File: config.mk
export PLATFORM = sky130hd
export DESIGN_NAME = rep_str_seq
export DESIGN_NICKNAME = d
export VERILOG_FILES = /design/src/rtl/rep_str_seq.sv
export SDC_FILE = /design/constraint.sdc
export NUM_CORES = 1
export LEC_CHECK = 0
export ABC_AREA = 1
export CAP_MARGIN = 10
export CORE_MARGIN = 8
export CORE_UTILIZATION = 50
export CTS_CLUSTER_SIZE = 14
export DETAILED_ROUTE_END_ITERATION = 10
export DONT_BUFFER_PORTS = 1
export RECOVER_POWER = 25
export SKIP_LAST_GASP = 1
export SYNTH_ARGS = -nofsm -noshare
export SYNTH_HDL_FRONTEND = slang
export SYNTH_SLANG_ARGS = --single-unit
File: constraint.sdc
create_clock -name clk -period 2.4 [get_ports clk]
set_input_delay 0.36 -clock clk [delete_from_list [all_inputs] [get_ports clk]]
set_output_delay 0.36 -clock clk [all_outputs]
set_load 0.05 [all_outputs]
File: src/rtl/rep_str_seq.sv
// ============================================================================
// rep_str_seq : execute-stage sequencer for x86 string instructions with
//               optional REP/REPE/REPNE prefix (MOVS, CMPS, STOS, LODS, SCAS).
// Revision    : 1.0
// ============================================================================
`default_nettype none

module rep_str_seq #(
  parameter int CNT_W = 32
) (
  input  logic             clk,
  input  logic             rst,
  input  logic             str_start,
  input  logic [1:0]       str_rep,
  input  logic [2:0]       str_op,
  input  logic [CNT_W-1:0] ecx_in,
  input  logic             zf_in,
  input  logic             mem_ack,
  input  logic             flush,
  output logic             busy,
  output logic [3:0]       alu2_op,
  output logic             sr2_sel,
  output logic             ptr_wr_en,
  output logic             mem_rd_req,
  output logic             mem_wr_req,
  output logic             mem_addr_sel,
  output logic             cmp_en,
  output logic             acc_wr_en,
  output logic [CNT_W-1:0] ecx_out,
  output logic             ecx_wr_en,
  output logic             str_done
);

  typedef enum logic [3:0] {
    S_IDLE    = 4'd0,
    S_CHK0    = 4'd1,
    S_RD_SRC  = 4'd2,
    S_RD_DST  = 4'd3,
    S_WR_DST  = 4'd4,
    S_CMP     = 4'd5,
    S_UPD_SRC = 4'd6,
    S_UPD_DST = 4'd7,
    S_CNT     = 4'd8,
    S_DONE    = 4'd9
  } state_t;

  localparam logic [2:0] OP_MOVS = 3'd0;
  localparam logic [2:0] OP_CMPS = 3'd1;
  localparam logic [2:0] OP_STOS = 3'd2;
  localparam logic [2:0] OP_LODS = 3'd3;
  localparam logic [2:0] OP_SCAS = 3'd4;

  localparam logic [1:0] REP_E  = 2'b01;
  localparam logic [1:0] REP_NE = 2'b10;

  localparam logic [3:0] ALU2_STEP = 4'b0101;
  localparam logic [3:0] ALU2_ZERO = 4'b0011;

  state_t           state_q, state_d;
  logic [2:0]       op_q, op_d;
  logic [1:0]       rep_q, rep_d;
  logic [CNT_W-1:0] count_q, count_d;
  logic             zf_q, zf_d;

  logic             is_rep;
  logic             op_rsvd;
  logic             is_cmp_op;
  logic             zf_stop;
  logic [CNT_W-1:0] cnt_dec;
  state_t           first_phase;
  state_t           iter_end;

  assign is_rep    = (rep_q == REP_E) || (rep_q == REP_NE);
  assign op_rsvd   = (op_q > OP_SCAS);
  assign is_cmp_op = (op_q == OP_CMPS) || (op_q == OP_SCAS);
  assign zf_stop   = is_cmp_op &&
                     (((rep_q == REP_E) && !zf_q) || ((rep_q == REP_NE) && zf_q));
  assign cnt_dec   = count_q - CNT_W'(1);

  // A non-repeated instruction retires straight from its last pointer update.
  assign iter_end  = is_rep ? S_CNT : S_DONE;

  always_comb begin
    first_phase = S_RD_SRC;
    case (op_q)
      OP_STOS: first_phase = S_WR_DST;
      OP_SCAS: first_phase = S_RD_DST;
      default: first_phase = S_RD_SRC;
    endcase
  end

  always_ff @(posedge clk) begin
    if (rst) begin
      state_q <= S_IDLE;
      op_q    <= 3'd0;
      rep_q   <= 2'd0;
      count_q <= '0;
      zf_q    <= 1'b0;
    end else begin
      state_q <= state_d;
      op_q    <= op_d;
      rep_q   <= rep_d;
      count_q <= count_d;
      zf_q    <= zf_d;
    end
  end

  always_comb begin
    state_d      = state_q;
    op_d         = op_q;
    rep_d        = rep_q;
    count_d      = count_q;
    zf_d         = zf_q;
    alu2_op      = ALU2_ZERO;
    sr2_sel      = 1'b0;
    ptr_wr_en    = 1'b0;
    mem_rd_req   = 1'b0;
    mem_wr_req   = 1'b0;
    mem_addr_sel = 1'b0;
    cmp_en       = 1'b0;
    acc_wr_en    = 1'b0;
    ecx_out      = '0;
    ecx_wr_en    = 1'b0;
    str_done     = 1'b0;

    case (state_q)
      S_IDLE: begin
        if (str_start) begin
          op_d    = str_op;
          rep_d   = str_rep;
          count_d = ecx_in;
          state_d = S_CHK0;
        end
      end
      S_CHK0: begin
        if ((is_rep && (count_q == '0)) || op_rsvd) state_d = S_DONE;
        else                                        state_d = first_phase;
      end
      S_RD_SRC: begin
        mem_rd_req = 1'b1;
        if (mem_ack) begin
          acc_wr_en = (op_q == OP_LODS);
          case (op_q)
            OP_MOVS: state_d = S_WR_DST;
            OP_CMPS: state_d = S_RD_DST;
            default: state_d = S_UPD_SRC;
          endcase
        end
      end
      S_RD_DST: begin
        mem_rd_req   = 1'b1;
        mem_addr_sel = 1'b1;
        if (mem_ack) state_d = S_CMP;
      end
      S_WR_DST: begin
        mem_wr_req   = 1'b1;
        mem_addr_sel = 1'b1;
        if (mem_ack) state_d = (op_q == OP_MOVS) ? S_UPD_SRC : S_UPD_DST;
      end
      S_CMP: begin
        cmp_en  = 1'b1;
        zf_d    = zf_in;
        state_d = (op_q == OP_CMPS) ? S_UPD_SRC : S_UPD_DST;
      end
      S_UPD_SRC: begin
        alu2_op   = ALU2_STEP;
        ptr_wr_en = 1'b1;
        state_d   = (op_q == OP_LODS) ? iter_end : S_UPD_DST;
      end
      S_UPD_DST: begin
        alu2_op   = ALU2_STEP;
        sr2_sel   = 1'b1;
        ptr_wr_en = 1'b1;
        state_d   = iter_end;
      end
      S_CNT: begin
        if (!is_rep) begin
          state_d = S_DONE;
        end else begin
          ecx_out   = cnt_dec;
          ecx_wr_en = 1'b1;
          count_d   = cnt_dec;
          if ((cnt_dec == '0) || zf_stop) state_d = S_DONE;
          else                            state_d = first_phase;
        end
      end
      S_DONE: begin
        str_done = 1'b1;
        state_d  = S_IDLE;
      end
      default: state_d = S_IDLE;
    endcase

    // Abort: all side effects of the current cycle are suppressed.
    if (flush) begin
      state_d    = S_IDLE;
      ptr_wr_en  = 1'b0;
      mem_rd_req = 1'b0;
      mem_wr_req = 1'b0;
      cmp_en     = 1'b0;
      acc_wr_en  = 1'b0;
      ecx_wr_en  = 1'b0;
      str_done   = 1'b0;
    end
  end

  assign busy = (state_q != S_IDLE);

endmodule

`default_nettype wire

==> flow_summary.rst, run 1 <==
.. list-table::
   :header-rows: 1

   * - Metric
     - Value
   * - Dominant delay contributor by cell family on the critical path
     - simple AND/OR/NAND/NOR gates
   * - Flops & latches, synth
     - 42
   * - Vias in the first global route
     - 3,876
   * - Via count of the routed design
     - 3,945
   * - Worst hold path type
     - in2reg
   * - Cell-internal power
     - 1.32 mW
   * - Final hold vios
     - 0
   * - Switching power share of the total
     - 0.387
   * - Synthesized Nets
     - 649
   * - Seq pwr share
     - 0.393
   * - Fin worst setup slack
     - 0.0582 ns
   * - Worst flop-to-flop path startpoint
     - state_q[0]
   * - Die boundary width
     - 98.2 um
   * - Aggregate global routing overflow
     - 0
   * - Worst path depth
     - 10
   * - Fraction of synthesis flops using an asynchronous set or reset pin
     - 0
   * - Antenna violations before repair
     - 0
   * - Pwr/cell area
     - 516 mW/mm^2
   * - Peak VDD IR
     - 0.000333 V
   * - Clk_lat worst skew
     - 0.31 ns
   * - Number of standard cells in the layout, taps in and fillers out
     - 729
   * - Net total in the final layout
     - 695
   * - H-Tree Depth
     - 2
   * - Ports placed on the boundary
     - 89
   * - Unrepaired setup endpoints after global routing
     - yes
   * - Slowest stage delay, CP
     - 0.35 ns
   * - ANT cells
     - 0
   * - Wire length of the first global-routing pass
     - 18,400 um
   * - Comb pwr share
     - 0.340
   * - Port buffer count
     - 0
   * - Worst Path Arrival
     - 1.98 ns
   * - Net switching power
     - 834 uW
   * - Routed wire length per instance
     - 15.3 um
   * - Worst clock skew
     - 0.0102 ns
   * - Die outline height
     - 98.2 um
   * - Max-Slew Margin vs Limit
     - 0.573
   * - Total core area
     - 0.00668 mm^2
   * - Slew Limit Fails
     - 0
   * - Achievable clock frequency
     - 427 MHz
   * - Post-layout minimum cycle time
     - 2.34 ns
   * - Lkg Pwr
     - 1.90 nW
   * - Initial Utilization
     - 0.506
   * - Mean instance size in the synthesized netlist
     - 5.62 um^2
   * - Worst path slowest cell
     - dfxtp_2
   * - Place WS
     - 0.110 ns
   * - Netlist area before placement
     - 0.00338 mm^2
   * - Ordered list of cells on the worst path
     - inv_2 -> ha_4 -> nand2_4 -> nor2_8 -> buf_6 -> nand3_1 -> xnor2_1 -> nand2_1 -> nor2_2 -> buf_6
   * - Sort of element at the start of the critical path
     - flop
   * - First-iteration detailed-routing DRC count
     - 183
   * - Number of cells on the worst hold path
     - 2
   * - Result of the run
     - completed
   * - Total Die Area
     - 0.00965 mm^2
   * - Commonest non-fill, non-tap cell in the layout
     - nand2_1
   * - Max-cap check violation count
     - 0
   * - Number of placed instances with taps included
     - 712
   * - Layout cell share with drive strength beyond 1
     - 0.210
   * - Antenna Violating Nets Remaining
     - 0
   * - Root buffer cell
     - clkbuf_8
   * - Number of warnings issued by yosys
     - 0
   * - Worst-case reg-to-reg path depth
     - 11
   * - Count of flip-flops with a built-in enable after synthesis
     - 0
   * - Total iterations of the first detailed-routing run
     - 5
   * - Number of buffer and inverter stages on the critical path
     - 3
   * - Clock buffers created by TritonCTS
     - 5
   * - Classification of the worst setup path
     - reg2out
   * - Num rows
     - 30
   * - Maximum root-to-sink buffer count
     - 2
   * - Number of vias per cell
     - 5.41
   * - Post-synthesis to final-layout area growth
     - 23.5%
   * - Highest-count cells in the layout ignoring fill and taps
     - nand2_1 (166), nor2_1 (91), inv_1 (61)
   * - Reg-to-reg slack, setup
     - 0.15 ns
   * - Last weighted congestion value of the routability-driven placer
     - 0.925
   * - Worst-path clk slew
     - 0.09 ns
   * - Portion of the clock cycle consumed by the worst path in the final layout
     - 0.976
   * - Reg2Reg Capture Point
     - count_q[22]
   * - Final number of setup-violating endpoints
     - 0
   * - Pin count of the biggest net entering global routing
     - 65
   * - Final HPWL from detailed placement
     - 8650 um
   * - Most frequently used flop master after synthesis
     - dfxtp_1
   * - Hold-critical path endpoint
     - count_q[2]
   * - Synthesized instance count
     - 602
   * - Synth cell types
     - 35
   * - Overall track demand over capacity in global routing
     - 0.230
   * - TritonCTS sink count
     - 42
   * - Critical path capture point type
     - output port
   * - CTS tree
     - yes
   * - Start point of the worst hold path
     - ecx_in[2]
   * - Most common cell type on the critical path
     - buf_6
   * - Detailed Route WL
     - 11,200 um
   * - Transition time at the pin with the least slew margin
     - 0.640 ns
   * - Portion of total power attributed to the clock network
     - 0.267
   * - Sequential element share of the synthesized area
     - 0.249
   * - Crit path required time
     - 2.04 ns
   * - DRC
     - 0
   * - Crit Path Max Fanout
     - 5
power by group through the flow:
| stage | sequential (mW) | clock [mW] | combinational, mW |
|---|---|---|---|
| 2_1_floorplan | 0.822 | 0 | 0.507 |
| 3_3_place_gp | 0.842 | 0 | 0.644 |
| 3_5_place_dp | 0.843 | 0 | 0.651 |
| 4_1_cts | 0.833 | 0.581 | 0.696 |
| 5_1_grt | 0.857 | 0.597 | 0.824 |
| 6_report | 0.846 | 0.575 | 0.734 |
what timing repair did:
| action | CTS | global route |
|---|---|---|
| hold buffers | 0 | 0 |
| setup endpoints to repair | 8 | 16 |
| gates cloned | 0 | 0 |
| buffers inserted | 6 | 3 |
| pin swaps | 6 | 15 |
| resized for setup | 21 | 48 |
layer usage:
| layer | global-route usage | up-vias | part of all wire |
|---|---|---|---|
| li1 | - | 2025 | - |
| met1 | 0.261 | 1763 | 0.43 |
| met2 | 0.414 | 141 | 0.49 |
| met3 | 0.0477 | 16 | 0.064 |
| met4 | 0.0815 | 0 | 0.016 |
| met5 | 0 | - | 0 |
sequential cells by signal, summed over array words and instances (netlist names):
signal and count:
zf_q 1, count_q 32, state_q 4, rep_q 2
op_q 3
worst reg2reg max path, cell delays in order, from the launching register on:
cell and delay (ns):
dfxtp_1 0.34, nor2_1 0.11, inv_1 0.07, nor2_1 0.09, inv_1 0.07, nor2_2 0.14
buf_4 0.25, nand2_1 0.16, nand2_2 0.08, buf_4 0.46, o21ai_0 0.22, a31oi_1 0.19
cells in the mapped netlist (7+ instances only):
cell type,n,share of area
inv_1,63,0.070
nor2_1,121,0.13
dfxtp_1,42,0.25
nand3_1,27,0.040
nand3b_1,7,0.016
a31oi_1,31,0.057
a21oi_1,10,0.015
clkbuf_1,18,0.020
o21ai_0,46,0.068
nor3_1,10,0.015
nand2_1,170,0.19
per-stage QoR:
step	setup TNS [ns]	utilization	area (um^2)	power, mW	hold WS [ns]
floorplan	-0.0636	-	3390	1.33	0.451
global placement	0	0.574	3830	1.49	0.464
detailed placement	0	0.574	3830	1.49	0.478
CTS	0	0.607	4060	2.11	0.204
global route	-0.504	0.625	4170	2.28	0.201
finish	0	0.625	4170	2.15	0.201
final cells by class:
cell class / count / area, um^2
Clock buffer: 5 / 68.8
Clock inverter: 3 / 40.0
Fill cell: 677 / 2510
Inverter: 64 / 240
Multi-Input combinational cell: 471 / 2380
Sequential cell: 42 / 857
Tap cell: 80 / 100
Timing Repair Buffer: 64 / 490
cell families after synthesis:
| logic type | synth area share |
|---|---|
| adders and majority gates | 0.0148 |
| other | 0.00222 |
| DFF | 0.249 |
| and+or+nand+nor | 0.458 |
| buffers and inverters | 0.104 |
| AOI/OAI and AO/OA | 0.159 |
| xor gates and xnor gates | 0.0130 |
how the worst max path moves through the flow:
stage,start,end,slack (ns)
after detailed placement,count_q[0],ecx_out[28],0.11
after global routing,count_q[0],ecx_out[24],-0.06
final,count_q[1],ecx_out[24],0.06
after global placement,count_q[0],ecx_out[28],0.13
after floorplan,flush,str_done,-0.04
after CTS,count_q[1],ecx_out[28],0.008
No activity file was read; power rests on OpenSTA's default activity.
==> inputs of run 2 (changes only) <==
--- a/config.mk
+++ b/config.mk
@@ -14,2 +14,3 @@
 export DONT_BUFFER_PORTS = 1
+export GPL_ROUTABILITY_DRIVEN = 1
 export RECOVER_POWER = 25
==> constraint.sdc (replaced) <==
create_clock -name clk -period 2.4 [get_ports clk]
set_input_delay 0.24 -clock clk [delete_from_list [all_inputs] [get_ports clk]]
set_output_delay 0.24 -clock clk [all_outputs]
set_load 0.05 [all_outputs]
==> run 2 against run 1 <==
Effect of this change:
- power shrank 6.5%
- critical path type unchanged
- critical path depth is the same
- hold slack lost 0.12 ns
- clock skew shrank 0.0022 ns
- largest power group unchanged
- first-iteration DRC count grew 4.4%
- critical endpoint is now ecx_out[28]
- fmax grew 2.5%
- final area shrank 4.9%
==> flow_summary.rst, run 2 (synthesis gave the netlist of run 1 again) <==
.. list-table::
   :header-rows: 1

   * - Metric
     - Value
   * - Result of the run
     - completed (unchanged)
   * - Ports placed on the boundary
     - 89 (unchanged)
   * - Slowest stage delay, CP
     - 0.34 ns (was 0.35 ns)
   * - TritonCTS sink count
     - 42 (unchanged)
   * - Worst hold path type
     - in2reg (unchanged)
   * - Overall track demand over capacity in global routing
     - 0.224 (was 0.230)
   * - DRC
     - 0 (unchanged)
   * - Finished Core Util
     - 0.594 (was 0.625)
   * - Total iterations of the first detailed-routing run
     - 5 (unchanged)
   * - Unrepaired setup endpoints after global routing
     - yes (unchanged)
   * - Reg-to-reg slack, setup
     - 0.20 ns (was 0.15 ns)
   * - Place WS
     - 0.183 ns (was 0.110 ns)
   * - Clock buffers created by TritonCTS
     - 5 (unchanged)
   * - Dominant delay contributor by cell family on the critical path
     - simple AND/OR/NAND/NOR gates (unchanged)
   * - Total Power
     - 2.01 mW (was 2.15 mW)
   * - Peak VDD IR
     - 0.000321 V (was 0.000333 V)
   * - First-iteration detailed-routing DRC count
     - 191 (was 183)
   * - Achievable clock frequency
     - 438 MHz (was 427 MHz)
   * - Total negative slack
     - 0 ns (unchanged)
   * - Worst clock skew
     - 0.00804 ns (was 0.0102 ns)
   * - Biggest registers after layout
     - count_q x32, state_q x4, op_q x3 (unchanged)
   * - Worst Setup SP
     - count_q[0] (was count_q[1])
   * - Highest-count cells in the layout ignoring fill and taps
     - nand2_1 (168), nor2_1 (103), inv_1 (61) (was nand2_1 (166), nor2_1 (91), inv_1 (61))
   * - Lkg Pwr
     - 1.83 nW (was 1.90 nW)
   * - Final number of setup-violating endpoints
     - 0 (unchanged)
   * - Ordered list of cells on the worst path
     - inv_2 -> ha_4 -> nand2_4 -> nor2_8 -> nand2_2 -> nor2_1 -> xor2_1 -> or2_2 -> nor2_2 -> buf_6 (was inv_2 -> ha_4 -> nand2_4 -> nor2_8 -> buf_6 -> nand3_1 -> xnor2_1 -> nand2_1 -> nor2_2 -> buf_6)
   * - Number of buffer and inverter stages on the critical path
     - 2 (was 3)
   * - Maximum root-to-sink buffer count
     - 2 (unchanged)
   * - Final HPWL from detailed placement
     - 8370 um (was 8650 um)
   * - Detailed Route WL
     - 10,800 um (was 11,200 um)
   * - Worst-case reg-to-reg path depth
     - 18 (was 11)
   * - Design area
     - 0.00397 mm^2 (was 0.00417 mm^2)
   * - Cts hold-fix bufs
     - 0 (unchanged)
   * - Placed instance area
     - 0.00380 mm^2 (was 0.00383 mm^2)
   * - Vias in the first global route
     - 3,811 (was 3,876)
   * - Pin count of the biggest net entering global routing
     - 65 (unchanged)
   * - Clk_lat worst skew
     - 0.30 ns (was 0.31 ns)
   * - Port buffer count
     - 0 (unchanged)
   * - Crit Path Max Fanout
     - 8 (was 5)
   * - Worst-path clk slew
     - 0.09 ns (about the same)
   * - Fin worst setup slack
     - 0.116 ns (was 0.0582 ns)
   * - Max-Slew Margin vs Limit
     - 0.574 (was 0.573)
   * - Routed wire length per instance
     - 15.0 um (was 15.3 um)
   * - Number of vias per cell
     - 5.47 (was 5.41)
   * - Worst-case hold slack
     - 0.0804 ns (was 0.201 ns)
   * - Aggregate global routing overflow
     - 0 (unchanged)
   * - Worst path slowest cell
     - dfxtp_1 (was dfxtp_2)
   * - Wire length of the first global-routing pass
     - 18,000 um (was 18,400 um)
   * - Classification of the worst setup path
     - reg2out (unchanged)
   * - Start point of the worst hold path
     - ecx_in[11] (was ecx_in[2])
   * - CTS tree
     - yes (unchanged)
   * - Hold-critical path endpoint
     - count_q[11] (was count_q[2])
   * - Flip-flop count of the largest register after layout
     - 32 (unchanged)
   * - Die boundary width
     - 98.2 um (unchanged)
   * - Number of placed instances with taps included
     - 710 (was 712)
   * - Transition time at the pin with the least slew margin
     - 0.639 ns (was 0.640 ns)
   * - Via count of the routed design
     - 3,941 (was 3,945)
   * - Max-cap check violation count
     - 0 (unchanged)
   * - Layout cell share with drive strength beyond 1
     - 0.168 (was 0.210)
   * - Net total in the final layout
     - 687 (was 695)
   * - Pwr/cell area
     - 508 mW/mm^2 (was 516 mW/mm^2)
   * - Antenna Violating Nets Remaining
     - 0 (unchanged)
   * - Total core area
     - 0.00668 mm^2 (unchanged)
   * - Worst Path Arrival
     - 2.04 ns (was 1.98 ns)
   * - Reg2Reg Capture Point
     - state_q[0] (was count_q[22])
   * - Slew Limit Fails
     - 0 (unchanged)
   * - Sort of element at the start of the critical path
     - flop (unchanged)
   * - Root buffer cell
     - clkbuf_8 (unchanged)
   * - Post-synthesis to final-layout area growth
     - 17.4% (was 23.5%)
   * - Critical path capture point type
     - output port (unchanged)
   * - H-Tree Depth
     - 2 (unchanged)
   * - Total Die Area
     - 0.00965 mm^2 (unchanged)
   * - Reg with most FFs
     - count_q (unchanged)
   * - Portion of the clock cycle consumed by the worst path in the final layout
     - 0.952 (was 0.976)
   * - Die outline height
     - 98.2 um (unchanged)
   * - Initial Utilization
     - 0.506 (unchanged)
   * - Number of cells on the worst hold path
     - 2 (unchanged)
   * - Last weighted congestion value of the routability-driven placer
     - 0.919 (was 0.925)
   * - Commonest non-fill, non-tap cell in the layout
     - nand2_1 (unchanged)
   * - Worst flop-to-flop path startpoint
     - count_q[10] (was state_q[0])
   * - Num rows
     - 30 (unchanged)
   * - Antenna violations before repair
     - 0 (unchanged)
   * - Crit path required time
     - 2.16 ns (was 2.04 ns)
   * - Post-layout minimum cycle time
     - 2.28 ns (was 2.34 ns)
   * - ANT cells
     - 0 (unchanged)
   * - Number of standard cells in the layout, taps in and fillers out
     - 721 (was 729)
   * - Final hold vios
     - 0 (unchanged)
run 2: changes by cell type in the layout (fill, tap and decap cells not counted), sizes merged:
cell | before | now
buf | 55 | 46
bufinv | 1 | 0
clkinv | 3 | 1
clkbuf | 14 | 17
inv | 63 | 64
run 2: where the power goes:
group	internal, mW	leakage, nW	switching [mW]
logic	0.219	1.44	0.459
clock network	0.233	0.0482	0.264
registers	0.759	0.350	0.0807
run 2: worst max-delay path by stage:
stage | to | slack (ns) | cells after the start
floorplan | ecx_out[28] | 0.04 | 9
global placement | ecx_out[31] | 0.20 | 9
global route | state_q[0] | -0.03 | 18
detailed placement | state_q[2] | 0.18 | 19
CTS | ecx_out[28] | 0.004 | 9
finish | ecx_out[28] | 0.12 | 10
run 2: worst register-to-register path: stages (launching register included):
cell and delay (ns):
dfxtp_1 0.43, nor2_4 0.07, nand2_2 0.12, nor2_4 0.05, buf_4 0.14, buf_4 0.15, nand3b_1 0.07, nand2_1 0.07
nor2_1 0.16, nand2_1 0.07, nor2_1 0.16, nand2_1 0.07, nor2_1 0.10, nand2_1 0.08, nand2_1 0.07, nand2_1 0.07
nand4_1 0.08, nand2_1 0.06, a21oi_1 0.13
run 2: repair_timing:
action                     4_1_cts  5_1_grt
gates cloned                     0        0
resized for setup                6       30
pin swaps                        2        2
buffers inserted                 2        1
setup endpoints to repair        3       12
run 2: cell type report:
cell class	instances	area, um^2
sequential	42	848
tap	80	100
clock buffer	7	86.3
inverter	64	240
timing repair buffer	56	394
clock inverter	1	5.00
multi-input combinational	471	2300
fill	741	2710
run 2: metal layers:
layer | vias to the layer above | share of wire | global-route usage
met2 | 134 | 0.47 | 0.387
met5 | - | 0 | 0
met1 | 1786 | 0.45 | 0.275
met4 | 0 | 0.013 | 0.0555
met3 | 11 | 0.072 | 0.0491
li1 | 2010 | - | -
